**src/rtl/store_commit_buf_pkg.sv**
```systemverilog
// Shared sizing defaults for the store commit buffer and its forwarding search.
// Modules take these as parameter defaults so one place sets the buffer geometry.
package store_commit_buf_pkg;

    localparam int STB_ENTRY_NUM = 32;
    localparam int STB_ENTRY_SEL = 5;
    localparam int STB_ADDR_LEN  = 32;
    localparam int STB_DATA_LEN  = 32;

endpackage

```
**src/rtl/store_commit_buf_fwd_search.sv**
```systemverilog
// stbuf_fwd_search: youngest-first word-address match over the live window
// [retptr, finptr) of the store buffer; used only when STBUF_FWD_EN is defined.
module stbuf_fwd_search
    import store_commit_buf_pkg::*;
#(
    parameter int ENTRY_NUM = STB_ENTRY_NUM,
    parameter int ENTRY_SEL = STB_ENTRY_SEL,
    parameter int WORD_LEN  = STB_ADDR_LEN - 2,
    parameter int DATA_LEN  = STB_DATA_LEN
) (
    input  logic [ENTRY_SEL:0]                  retptr,
    input  logic [ENTRY_SEL:0]                  finptr,
    input  logic [ENTRY_NUM-1:0][WORD_LEN-1:0]  entry_word,
    input  logic [ENTRY_NUM-1:0][DATA_LEN-1:0]  entry_data,
    input  logic [WORD_LEN-1:0]                 ld_word,
    output logic                                ld_hit,
    output logic [DATA_LEN-1:0]                 ld_data
);

    logic [ENTRY_SEL:0] used;
    logic [ENTRY_SEL:0] ptr;

    assign used = finptr - retptr;

    // Walk from oldest to youngest so the youngest matching store overrides.
    always_comb begin
        ld_hit  = 1'b0;
        ld_data = '0;
        ptr     = '0;
        for (int k = ENTRY_NUM - 1; k >= 0; k--) begin
            ptr = finptr - (ENTRY_SEL+1)'(k + 1);
            if (((ENTRY_SEL+1)'(k) < used) &&
                (entry_word[ptr[ENTRY_SEL-1:0]] == ld_word)) begin
                ld_hit  = 1'b1;
                ld_data = entry_data[ptr[ENTRY_SEL-1:0]];
            end
        end
    end

endmodule

```
**src/rtl/store_commit_buf.sv**
```systemverilog
// In-order store buffer: speculative stores wait for stcommit, committed stores
// drain to memory. Store-to-load forwarding is built only when STBUF_FWD_EN is defined.
module store_commit_buf
    import store_commit_buf_pkg::*;
#(
    parameter int ENTRY_NUM = STB_ENTRY_NUM,
    parameter int ENTRY_SEL = STB_ENTRY_SEL,
    parameter int ADDR_LEN  = STB_ADDR_LEN,
    parameter int DATA_LEN  = STB_DATA_LEN
) (
    input  logic                 clk,
    input  logic                 reset,
    input  logic                 prmiss,
    input  logic                 stcommit,
    input  logic                 st_we,
    input  logic [ADDR_LEN-1:0]  st_addr,
    input  logic [DATA_LEN-1:0]  st_data,
    output logic                 full,
    output logic [ENTRY_SEL:0]   used_num,
    output logic                 mem_req,
    output logic [ADDR_LEN-1:0]  mem_addr,
    output logic [DATA_LEN-1:0]  mem_data,
    input  logic                 mem_ack,
    input  logic [ADDR_LEN-1:0]  ld_addr,
    output logic                 ld_hit,
    output logic [DATA_LEN-1:0]  ld_data
);

    logic [ENTRY_SEL:0] retptr;
    logic [ENTRY_SEL:0] comptr;
    logic [ENTRY_SEL:0] finptr;

    logic [ENTRY_NUM-1:0][ADDR_LEN-1:0] entry_addr;
    logic [ENTRY_NUM-1:0][DATA_LEN-1:0] entry_data;

    logic do_write;
    logic do_commit;
    logic do_retire;

    assign used_num  = finptr - retptr;
    assign full      = (used_num == (ENTRY_SEL+1)'(ENTRY_NUM));
    assign mem_req   = (retptr != comptr);
    assign mem_addr  = entry_addr[retptr[ENTRY_SEL-1:0]];
    assign mem_data  = entry_data[retptr[ENTRY_SEL-1:0]];

    assign do_write  = st_we & ~full & ~prmiss;
    assign do_commit = stcommit & ~prmiss & (comptr != finptr);
    assign do_retire = mem_req & mem_ack;

    // A flush rewinds finptr only; the retire side keeps draining committed stores.
    always_ff @(posedge clk) begin
        if (reset) begin
            retptr <= '0;
            comptr <= '0;
            finptr <= '0;
        end else begin
            if (prmiss) begin
                finptr <= comptr;
            end else begin
                if (do_write)  finptr <= finptr + 1'b1;
                if (do_commit) comptr <= comptr + 1'b1;
            end
            if (do_retire) retptr <= retptr + 1'b1;
        end
    end

    always_ff @(posedge clk) begin
        if (do_write) begin
            entry_addr[finptr[ENTRY_SEL-1:0]] <= st_addr;
            entry_data[finptr[ENTRY_SEL-1:0]] <= st_data;
        end
    end

    // Byte offset never takes part in matching (word stores only).
    logic unused_ld_offset;
    assign unused_ld_offset = ^ld_addr[1:0];

`ifdef STBUF_FWD_EN
    logic [ENTRY_NUM-1:0][ADDR_LEN-3:0] entry_word;

    always_comb begin
        entry_word = '0;
        for (int i = 0; i < ENTRY_NUM; i++) begin
            entry_word[i] = entry_addr[i][ADDR_LEN-1:2];
        end
    end

    stbuf_fwd_search #(
        .ENTRY_NUM (ENTRY_NUM),
        .ENTRY_SEL (ENTRY_SEL),
        .WORD_LEN  (ADDR_LEN - 2),
        .DATA_LEN  (DATA_LEN)
    ) u_fwd_search (
        .retptr     (retptr),
        .finptr     (finptr),
        .entry_word (entry_word),
        .entry_data (entry_data),
        .ld_word    (ld_addr[ADDR_LEN-1:2]),
        .ld_hit     (ld_hit),
        .ld_data    (ld_data)
    );
`else
    logic unused_ld_word;
    assign unused_ld_word = ^ld_addr[ADDR_LEN-1:2];
    assign ld_hit  = 1'b0;
    assign ld_data = '0;
`endif

endmodule

```
**config.mk**
```make
export PLATFORM = sky130hd
export DESIGN_NAME = store_commit_buf
export DESIGN_NICKNAME = d
export VERILOG_FILES = /design/src/rtl/store_commit_buf_pkg.sv /design/src/rtl/store_commit_buf_fwd_search.sv /design/src/rtl/store_commit_buf.sv
export SDC_FILE = /design/constraint.sdc
export NUM_CORES = 2
export LEC_CHECK = 0
export ABC_AREA = 1
export CAP_MARGIN = 30
export CORE_MARGIN = 4
export CORE_UTILIZATION = 45
export CTS_CLUSTER_DIAMETER = 100
export DETAILED_ROUTE_END_ITERATION = 10
export DONT_BUFFER_PORTS = 1
export PLACE_DENSITY_LB_ADDON = 0.08
export SLEW_MARGIN = 20
export SYNTH_ARGS = -nofsm -noshare
export SYNTH_HDL_FRONTEND = slang
export SYNTH_SLANG_ARGS = --single-unit
```
**constraint.sdc**
```tcl
create_clock -name clk -period 16.5 [get_ports clk]
set_input_delay 1.65 -clock clk [delete_from_list [all_inputs] [get_ports clk]]
set_output_delay 1.65 -clock clk [all_outputs]
set_load 0.05 [all_outputs]
```
### Word level (Yosys, flattened, before mapping)

Index checks and enable logic that the tools add are counted.

| cells by class | value |
|---|---|
| add/subtract/negate cells | 4 |
| order comparisons | 3 |
| equality and inequality tests | 3 |
| muxes and demuxes | 10 |
| bitwise gates (word level) | 7 |
| reductions and logical operators | 3 |

Operators with widths:

| operator | number |
|---|---|
| bitwise mux 1024 bit | 2 |
| binary-select mux 32 bit (select 5 bit) | 2 |
| demux 32 bit (select 5 bit) | 1 |
| two-way mux 32 bit | 3 |
| adder 6 x 1 -> 6 bit (second input constant) | 3 |
| less-than comparator 5 x 6 -> 1 bit (second input constant) | 2 |
| two-way mux 6 bit | 2 |
| != test 6 bit | 2 |
| equality test 6 bit (second input constant) | 1 |
| subtractor 6 bit | 1 |
| AND 1 bit | 5 |
| greater-or-equal comparator 5 x 1 -> 1 bit (second input constant) | 1 |
| inverter 1 bit | 2 |
| AND reduction 2 bit | 1 |
| nonzero test 2 bit | 1 |
| logical AND 1 bit | 1 |

| storage, ports and cells | value |
|---|---|
| bits in registers | 2066 |
| input bits | 102 |
| output and inout port bits | 105 |
| logic and storage cells | 97 |

### Longest topological paths before layout

| logic depth | value |
|---|---|
| word-level depth | 7 |
| gate-level depth with buffers | 16 |
| gate-level depth less buffers | 14 |

### Worst setup path before layout

No wires, ideal clock.

| timing path | value |
|---|---|
| kind | register -> register |
| from | register retptr[4] |
| to | register entry_addr[0] in the netlist's numbering, enable pin |
| data arrival time | 5.389 ns |
| required time | 16.013 ns |
| slack | 10.624 ns |
| stages on the path, launching flop included | 15 |
| clock period less this slack | 5.876 ns |
| cells stage by stage | dfxtp_1 > clkbuf_1 > inv_2 > clkbuf_1 > clkbuf_1 > ha_1 > a21oi_1 > nand3_1 > nand2_1 > nand2_1 > nand2_1 > nand3_1 > inv_1 > nand2_1 > nor2_1 |

| between the ends | value |
|---|---|
| cells in the longest elaborated chain, start to end | 5 |

RTL lines:

| what | line | source |
|---|---|---|
| start, declared | store_commit_buf.sv:29 | `logic [ENTRY_SEL:0] retptr;` |
| start signal, assigned | store_commit_buf.sv:63 | `if (do_retire) retptr <= retptr + 1'b1;` |
| subtractor 6 bit | store_commit_buf.sv:40 | `assign used_num = finptr - retptr;` |
| net used_num[5] | store_commit_buf.sv:19 | `output logic [ENTRY_SEL:0] used_num,` |
| equality test 6 bit | store_commit_buf.sv:41 | `assign full = (used_num == (ENTRY_SEL+1)'(ENTRY_NUM));` |
| inverter 1 bit | store_commit_buf.sv:46 | `assign do_write = st_we & ~full & ~prmiss;` |
| AND 1 bit (2 in series) | store_commit_buf.sv:46 |  |
| end signal, assigned by index | store_commit_buf.sv:69 | `entry_addr[finptr[ENTRY_SEL-1:0]] <= st_addr;` |
| end, declared | store_commit_buf.sv:33 | `logic [ENTRY_NUM-1:0][ADDR_LEN-1:0] entry_addr;` |

The timed path passes the listed nets, and every way through them passes these cells.
A chain may end at the register's enable or synchronous reset.

### Worst setup path after layout

| timing path | value |
|---|---|
| from | register retptr[0] |
| to | output port mem_addr[10] |

| between the ends | value |
|---|---|
| cells in the longest elaborated chain, start to end | 2 |

RTL lines:

| what | line | source |
|---|---|---|
| binary-select mux 32 bit (select 5 bit) | store_commit_buf.sv:43 | `assign mem_addr = entry_addr[retptr[ENTRY_SEL-1:0]];` |
| two-way mux 32 bit (not written as such) | store_commit_buf.sv:43 |  |
| end, declared | store_commit_buf.sv:21 | `output logic [ADDR_LEN-1:0] mem_addr,` |

No other way between the ends. The select of a mux whose other input is x is not followed.

==> results.toml <==
[drt]
routed_wl_mm = 236
drt_iter0_drc = 5756
viasPerCell = 5.85
routedWlPerCell_microns = 27.1
ant_nets = 0
drc = 0
first_pass_iters = 5
route.vias.total = 50923

[clock_network]
cts_resized = 0
clkTransAtPathRegs_ns = 0.06
hold_buffers = 0
clock_latency_ns = 0.83
h-tree-depth = 4
cts_sinks = 2066
cts_root_buf = "clkbuf_16"
cts_buffer_depth = 3
post-cts-setup-buffers = 0
cts_buffers = 213
cts_tree = "yes"

[worst_hold_path]
hold_path_class = "reg -> reg"

[worst_setup_path]
critical_path_class = "reg -> out"
end_kind = "output pin"
required_ns = 14.85
reg2reg_slack_ns = 10.41
critPathMaxFanout = 86
cp.arrival_ns = 5.85
worstSetupStartpointType = "register"

[cells_and_area]
finalInstanceArea_sq_mm = 0.0909
fin_cells = 8705
multi_input_comb_area_sq_mm = 0.0176
syn_to_final_growth_pct = 11.5
nFillCells = 15465
drive_gt1_share_pct = 7.55
finalNetCount = 6290
post-route-util_pct = 50.7
register_area_sq_mm = 0.0619

[synthesis]
yosysTopAreaCell = "edfxtp_1"
synth_area_leaders = "edfxtp_1, nor2_1, o21ai_0, o22ai_1, nand2_1"
async_flop_share_pct = 0
synthesis.area_sq_mm = 0.0815
ys_warn_count = 0
synth-main-ff-cell = "edfxtp_1"
syn_avg_cell_area_sq_um = 13.0
synth_cell_types = 33
synth_top_area_share_pct = 75.4
yosysSeqAreaShare_pct = 75.9
syn_inst = 6248
synth-edff-count = 2048
ys_seq_elements = 2066

[floorplan]
core_region_area_sq_mm = 0.179
pin_count = 207
die_w_microns = 434
die_height_microns = 434
fp.dieArea_sq_mm = 0.188
rows = 155
start_util_pct = 45.5

[timing]
slew_violations = 0
fin_worst_skew_ns = 0.0275
tightestPinTransition_ns = 1.16
fin_hold_ws_ns = 0.508
min_period_over_period_pct = 45.4
rsz0062_at_grt = "false"
fmax_mhz = 133
final.setup.tns_ns = 0
setup_slack_ns = 9.00
setup_viol = 0
period_minus_slack_ns = 7.50
hold_viol = 0
slew-limit-headroom_pct = 22.6

[global_route]
grt_pass1_vias = 47431
antenna_found_initial = 5
grt.overflow.total = 0
groute.usage.overall_pct = 24.8
grt_max_degree = 241
grt_pass1_wl_mm = 340

[placed_design]
post_dp_cell_area_sq_mm = 0.0841
gp_congestion = 0.773
placedCellCount = 8316
portBuffers = 0
dp.final_hpwl_mm = 115
dpl_worst_slack_ns = 9.75

[outcome]
status = "completed"

[power_and_ir_drop]
power_density_mw_per_mm2 = 133
peakVddDrop_mv = 0.102
power_mw = 12.1
static-leakage-power_nw = 29.1

[run]
drv_cap = 0
-- sequential cells by signal, summed over array words and instances, names as in the netlist --
register / cells
entry_addr: 1024
entry_data: 1024
comptr: 6
finptr: 6
retptr: 6
-- layout make-up --
cell class	count	share of cell area (%)
Sequential cell	2066	68.1
Multi-Input combinational cell	3702	19.4
Clock buffer	278	6.32
Tap cell	2355	3.24
Timing Repair Buffer	145	1.68
Clock inverter	108	1.05
Inverter	48	0.237
Antenna cell	3	0.00826
-- layout by cell type (no fill, tap or decap), types with 35 or more instances in the layout --
| master | count |
|---|---|
| a21oi_1 | 35 |
| buf_4 | 111 |
| clkbuf_1 | 56 |
| clkbuf_16 | 220 |
| clkinv_1 | 53 |
| edfxtp_1 | 2048 |
| inv_1 | 41 |
| nand2_1 | 357 |
| nand3_1 | 178 |
| nor2_1 | 1367 |
| o211ai_1 | 118 |
| o21ai_0 | 985 |
| o21ai_1 | 105 |
| o22ai_1 | 382 |
-- worst max-delay path, cell delays in order, from the launching register on --
cell	delay [ns]
dfxtp_4	0.64
buf_4	0.70
buf_4	0.86
buf_4	0.65
buf_4	0.64
o21ai_0	0.19
o22ai_1	0.19
nor2_1	0.07
nor2_1	0.16
nor3_1	0.07
nor2_1	0.74
-- power breakdown --
part | leakage [nW] | internal, mW | switching, mW
Combinational | 7.27 | 0.422 | 1.22
Clock | 3.26 | 2.63 | 2.01
Sequential | 18.6 | 5.79 | 0.0218
-- logic make-up after synthesis --
logic type	synth area share [%]
other cells	0.00460
xor+xnor	0.107
compound gates	11.3
buf+inv	3.01
fa+ha+maj	0.193
flops	75.9
simple gates	9.47
-- metal layers --
layer  vias to the layer above  GRT usage (%)  share of wire (%)
met5                         -              0                  0
met4                         0           5.59                1.9
met3                       282           3.81                7.0
met2                      1767           38.7                 46
met1                     25997           36.9                 45
li1                      22877              -                  -
-- Yosys cell counts (9+ instances only) --
cell / instances
buf_6: 17
nand3_1: 178
o211ai_1: 118
nor3_1: 9
dfxtp_1: 18
a31oi_1: 30
buf_1: 15
o21ai_0: 985
nand4_1: 16
clkbuf_1: 257
nand2_1: 357
buf_4: 73
a21oi_1: 35
o22ai_1: 382
nor2_1: 1404
o221ai_1: 12
inv_1: 43
ha_1: 11
edfxtp_1: 2048
buf_2: 96
xor2_1: 10
o21ai_1: 105
-- final timing paths --
path | start | to | depth (start not counted)
setup / recovery | retptr[0] | mem_addr[10] | 10
hold reg to reg | retptr[5] | retptr[5] | 2
setup reg to reg | retptr[1] | entry_data[659] | 15
hold / removal | retptr[5] | retptr[5] | 2
Power figures use the tool's default switching activity.
